$ cat config.mk
export PLATFORM = sky130hd
export DESIGN_NAME = rptr_empty_sync
export DESIGN_NICKNAME = d
export VERILOG_FILES = /design/src/rtl/fifo_pkg.sv /design/src/rtl/sync_w2r.sv /design/src/rtl/rptr_empty_sync.sv
export SDC_FILE = /design/constraint.sdc
export NUM_CORES = 1
export LEC_CHECK = 0
export ABC_AREA = 1
export CAP_MARGIN = 20
export CORE_ASPECT_RATIO = 2
export CORE_UTILIZATION = 38
export CTS_CLUSTER_SIZE = 10
export DETAILED_ROUTE_END_ITERATION = 8
export HOLD_SLACK_MARGIN = 0.06
export PLACE_DENSITY_LB_ADDON = 0.08
export SYNTH_ARGS = -nofsm -noshare
export SYNTH_HDL_FRONTEND = slang
export SYNTH_HIERARCHICAL = 1
export SYNTH_SLANG_ARGS = --single-unit
export TNS_END_PERCENT = 20
$ cat constraint.sdc
create_clock -name rclk -period 1.95 [get_ports rclk]
set_clock_uncertainty 0.1 [all_clocks]
set_input_delay 0.195 -clock rclk [delete_from_list [all_inputs] [get_ports rclk]]
set_output_delay 0.195 -clock rclk [all_outputs]
set_load 0.01 [all_outputs]
$ cat src/rtl/fifo_pkg.sv
// Shared async-FIFO constants and Gray/binary helpers used by both the read and write stages.
package fifo_pkg;

    localparam int unsigned ADDR_SIZE_DEFAULT = 12;

    // The helpers work for any width up to 32 bits: callers zero-extend the input and
    // size-cast the result back down.
    function automatic logic [31:0] bin2gray(input logic [31:0] bin);
        return bin ^ (bin >> 1);
    endfunction

    function automatic logic [31:0] gray2bin(input logic [31:0] gray);
        logic [31:0] bin;
        bin[31] = gray[31];
        for (int i = 30; i >= 0; i--) begin
            bin[i] = bin[i+1] ^ gray[i];
        end
        return bin;
    endfunction

endpackage

$ cat src/rtl/sync_w2r.sv
// Generic two-flop synchronizer that carries a Gray pointer into the rclk domain.
module sync_w2r #(
    parameter int unsigned WIDTH = 13
) (
    input  logic             rclk,
    input  logic             rrst,
    input  logic [WIDTH-1:0] din,
    output logic [WIDTH-1:0] dout
);

    logic [WIDTH-1:0] rq1;

    always_ff @(posedge rclk or posedge rrst) begin
        if (rrst) begin
            rq1  <= '0;
            dout <= '0;
        end else begin
            rq1  <= din;
            dout <= rq1;
        end
    end

endmodule

$ cat src/rtl/rptr_empty_sync.sv
// Read-side pointer, empty flag and optional fill level of the async FIFO.
// Define RLEVEL_EN to build the registered rlevel/raempty logic.
module rptr_empty_sync
    import fifo_pkg::*;
#(
    parameter int unsigned ADDR_SIZE     = ADDR_SIZE_DEFAULT,
    parameter int unsigned AEMPTY_THRESH = 4
) (
    input  logic                 rclk,
    input  logic                 rrst,
    input  logic                 rinc,
    input  logic [ADDR_SIZE:0]   rwptr,
    output logic [ADDR_SIZE-1:0] raddr,
    output logic [ADDR_SIZE:0]   rptr,
    output logic [ADDR_SIZE:0]   rq2_wptr,
    output logic                 rempty,
    output logic [ADDR_SIZE:0]   rlevel,
    output logic                 raempty
);

    localparam int unsigned PW = ADDR_SIZE + 1;

    if (AEMPTY_THRESH > (2 ** ADDR_SIZE)) begin : g_bad_thresh
        $error("AEMPTY_THRESH exceeds FIFO depth");
    end

    logic [PW-1:0] rbin;
    logic [PW-1:0] rbinnext;
    logic [PW-1:0] rgraynext;
    logic          rempty_val;

    sync_w2r #(
        .WIDTH (PW)
    ) u_sync_w2r (
        .rclk (rclk),
        .rrst (rrst),
        .din  (rwptr),
        .dout (rq2_wptr)
    );

    always_comb begin
        rbinnext   = rbin + PW'(rinc & ~rempty);
        rgraynext  = PW'(bin2gray(32'(rbinnext)));
        rempty_val = (rgraynext == rq2_wptr);
    end

    assign raddr = rbin[ADDR_SIZE-1:0];

    always_ff @(posedge rclk or posedge rrst) begin
        if (rrst) begin
            rbin   <= '0;
            rptr   <= '0;
            rempty <= 1'b1;
        end else begin
            rbin   <= rbinnext;
            rptr   <= rgraynext;
            rempty <= rempty_val;
        end
    end

`ifdef RLEVEL_EN
    localparam logic [PW-1:0] AE_TH = PW'(AEMPTY_THRESH);

    logic [PW-1:0] wbin_s;
    logic [PW-1:0] level_next;

    // Occupancy is measured against the post-read pointer so it lines up with rempty.
    always_comb begin
        wbin_s     = PW'(gray2bin(32'(rq2_wptr)));
        level_next = wbin_s - rbinnext;
    end

    always_ff @(posedge rclk or posedge rrst) begin
        if (rrst) begin
            rlevel  <= '0;
            raempty <= 1'b1;
        end else begin
            rlevel  <= level_next;
            raempty <= (level_next <= AE_TH);
        end
    end
`else
    assign rlevel  = '0;
    assign raempty = rempty;
`endif

endmodule
==> results.md <==
- The fraction of layout cells with a size suffix above 1 is approximately a third.
- The required time at the endpoint of the critical path is ~2.1 ns.
- Synthesis handed over a netlist of 296 instances.
- The endpoint type of the worst setup path is a flip-flop.
- The routed layout has about 2200 vias.
- The initial antenna violation count came to 0.
- Once the floorplan was initialized, standard cells occupied 39.3% of the core.
- The count of pins over their slew limit was 0.
- 0 antenna diodes ended up in the layout.
- The Yosys step of the flow raised 6 warnings.
- The worst slack at placement is -0.476 ns.
- The via density per instance is 4.63.
- In the final routed layout, each cell accounts on average for 13.4 µm.
- The hold violation total from the final report came to 0.
- During placement, the flow inserted port buffers numbering 55.
- The synthesized design contains 52 register bits.
- The total setup violations reported at the end of the flow is 1.
- The H-tree generated during clock tree synthesis spans 2 levels.
- The layout has 582 filler cells.
- The type of the worst setup path is reg2reg.
- The sequential cell area fraction in the yosys report is 52.5%.
- The checks that failed: negative setup slack.
- The die footprint is a little under 7000 µm².
- Data on the critical path arrives at its endpoint at ~2.2 ns.
- For the finished layout, the period the worst path requires is 2.04 ns.
- Detailed placement finished with a half-perimeter wire length of 4.61 mm.
- Clock-pin slew was measured on the worst setup and hold paths at 0.07 ns.
- Leaving out fill and tap cells, the most frequent cell in the layout is sky130_fd_sc_hd__nand2_1.
- In this run the horizontal extent of the chip is 59.1 µm.
- In this run, the number of DRC markers left after iteration 0 of detailed routing was between 70 and 80.
- The clock sink count is 52.
- The biggest fanout along the worst timing path is 4.
- For this design the static power due to leakage is 1.80 nW.
- The detailed-routing iteration count for the pre-antenna-repair pass is 4.
- The clock passes through at most 2 buffers.
- The residual DRC count is 0.
- The insertion delay to the later sink of the worst-skew pair is between 0.2 and 0.3 ns.
- In the final design database the tool counted 408 nets.
- In the final timing run, aggregate negative setup slack is -0.0864 ns.
- In this run the core area contains 41 standard-cell rows.
- In the layout the commonest cells are sky130_fd_sc_hd__nand2_1 (71), sky130_fd_sc_hd__nand2_2 (54), sky130_fd_sc_hd__clkdlybuf4s50_1 (54).
- The setup slack after layout is -0.0864 ns.
- Setup repair after global routing could not meet its margin everywhere.
- The total overflow left after global routing is 0.
- After floorplanning, the core was sized to cover about 6300 µm².
- The mean cell area of the mapped netlist is 8.38 µm².
- The fmax is 491 MHz.
- The netlist area before placement is 2480 µm².
- The global placement routability congestion is 0.908.
- The first global-routing pass estimated approximately 9.7 mm of wire.
- The number of primary I/O pins is just under 70.
- The number of routed nets with antenna violations is 0.
- The maximum number of pins on one net before global-route repair is 27.
- The run finished, with violations left.
- Buffers inserted during clock tree synthesis total 5.
- IR analysis of the VDD net gives a maximum drop of 0.812 mV.
- The cell at the root of the clock tree is sky130_fd_sc_hd__clkbuf_16.
- Power spread over the standard cell area amounts to 1140 nW/µm².
- The growth of design area from synthesis to finish is 49.4%.
- In this run, distinct cell masters in the synthesized netlist total 15.
- The worst setup path is launched from a flip-flop.
- The number of max-capacitance violations reported is 0.
- Of the available clock period, the critical path in the final layout requires 104%.
- The classification of the worst-slack hold path is in2async.
- The die is about 120 µm tall.
- After detailed routing, the total wire length is 6.37 mm.
- The TritonCTS clock tree is yes.
- The number of global-route vias before repair was 2051.
- The global routing usage summed across all routing layers is 19.5%.
[routing by layer]
metal	vias to the layer above	wire length, µm	global-route usage (%)
met5	-	0	0
met4	0	225	9.52
met3	18	231	3.43
met2	76	3710	36.3
met1	1043	2200	20.3
li1	1071	-	-
[cells by family after synthesis]
kind of cell,count (synthesis),synth area share [%]
buf+inv,48,9.98
other cells,1,0.151
simple gates,193,36.4
fa+ha+maj,2,1.01
flops,52,52.5
[Yosys cell counts (all sizes together)]
master,count,area share (%)
nand2,131,22
dfrtp,51,51
inv,31,4.7
nand3,31,6.9
nor2,18,3.9
buf,17,5.3
nand3b,7,2.1
nand4,6,1.5
ha,2,1.0
conb,1,0.15
dfstp,1,1.1
[power by group]
part / total, W / internal (W) / leakage, nW / switching (W)
sequential: 0.00143 / 0.00125 / 0.637 / 0.000180
combinational: 0.00194 / 0.000963 / 1.09 / 0.000976
clock: 0.000858 / 0.000479 / 0.0712 / 0.000380
[critical path: stages, from the launching register on]
cell and delay, ns:
sky130_fd_sc_hd__dfstp_2 0.57, sky130_fd_sc_hd__nor2_4 0.06, sky130_fd_sc_hd__ha_4 0.18, sky130_fd_sc_hd__nand2_4 0.12, sky130_fd_sc_hd__nor2_4 0.05, sky130_fd_sc_hd__nand2_2 0.09, sky130_fd_sc_hd__nand2_2 0.05, sky130_fd_sc_hd__nand2_2 0.11
sky130_fd_sc_hd__nand2_2 0.08, sky130_fd_sc_hd__nand2_2 0.09, sky130_fd_sc_hd__nand2_2 0.04, sky130_fd_sc_hd__nand2_1 0.08, sky130_fd_sc_hd__nand2_1 0.06, sky130_fd_sc_hd__nor2_2 0.12, sky130_fd_sc_hd__nand2_1 0.06, sky130_fd_sc_hd__nor2_1 0.09
[through the flow]
step / instances / util [%] / total power, W / instance area [µm²] / hold WS [ns]
floorplan: 308 / - / 0.00221 / 2530 / 0.126
global placement: 459 / 51.8 / 0.00297 / 3270 / 0.233
detailed placement: 459 / 51.8 / 0.00298 / 3270 / 0.236
CTS: 470 / 55.5 / 0.00397 / 3500 / 0.189
global route: 477 / 58.7 / 0.00450 / 3710 / 0.216
finish: 477 / 58.7 / 0.00423 / 3710 / 0.175
[state kept, by name, summed over array words and instances, names as in the netlist]
| name | count |
|---|---|
| rbin | 13 |
| rptr | 12 |
| u_sync_w2r/rq1 | 13 |
| u_sync_w2r/dout | 13 |
| raempty | 1 |
[worst paths after layout]
path,start,end,slack (ns),cells after the start
worst max-delay path,raempty,raempty,-0.09,15
worst min-delay path,rrst,u_sync_w2r/dout[8],0.18,3
worst max register to register,raempty,raempty,-0.09,15
worst min register to register,u_sync_w2r/rq1[8],u_sync_w2r/dout[8],0.24,0
max in group asynchronous,rrst,raempty,1.25,3
min in group rclk,rwptr[6],u_sync_w2r/rq1[6],0.24,1
[layout make-up]
cell class                 instances  area [µm²]  area share [%]
clock buffer                       6         129            3.48
multi-input combinational        208        1170            31.5
tap                               86         108            2.90
timing repair buffer              92         865            23.3
clock inverter                     2        13.8           0.371
inverter                          31         119            3.21
sequential                        52        1300            35.2
[what timing repair did]
item | in CTS | in global routing
pin swaps | 10 | 32
endpoints found under the setup margin | 1 | 2
setup buffers | 3 | 6
hold buffers | 0 | 0
gates cloned | 0 | 1
resized for setup | 22 | 46
No activity file was read; power rests on OpenSTA's default activity.
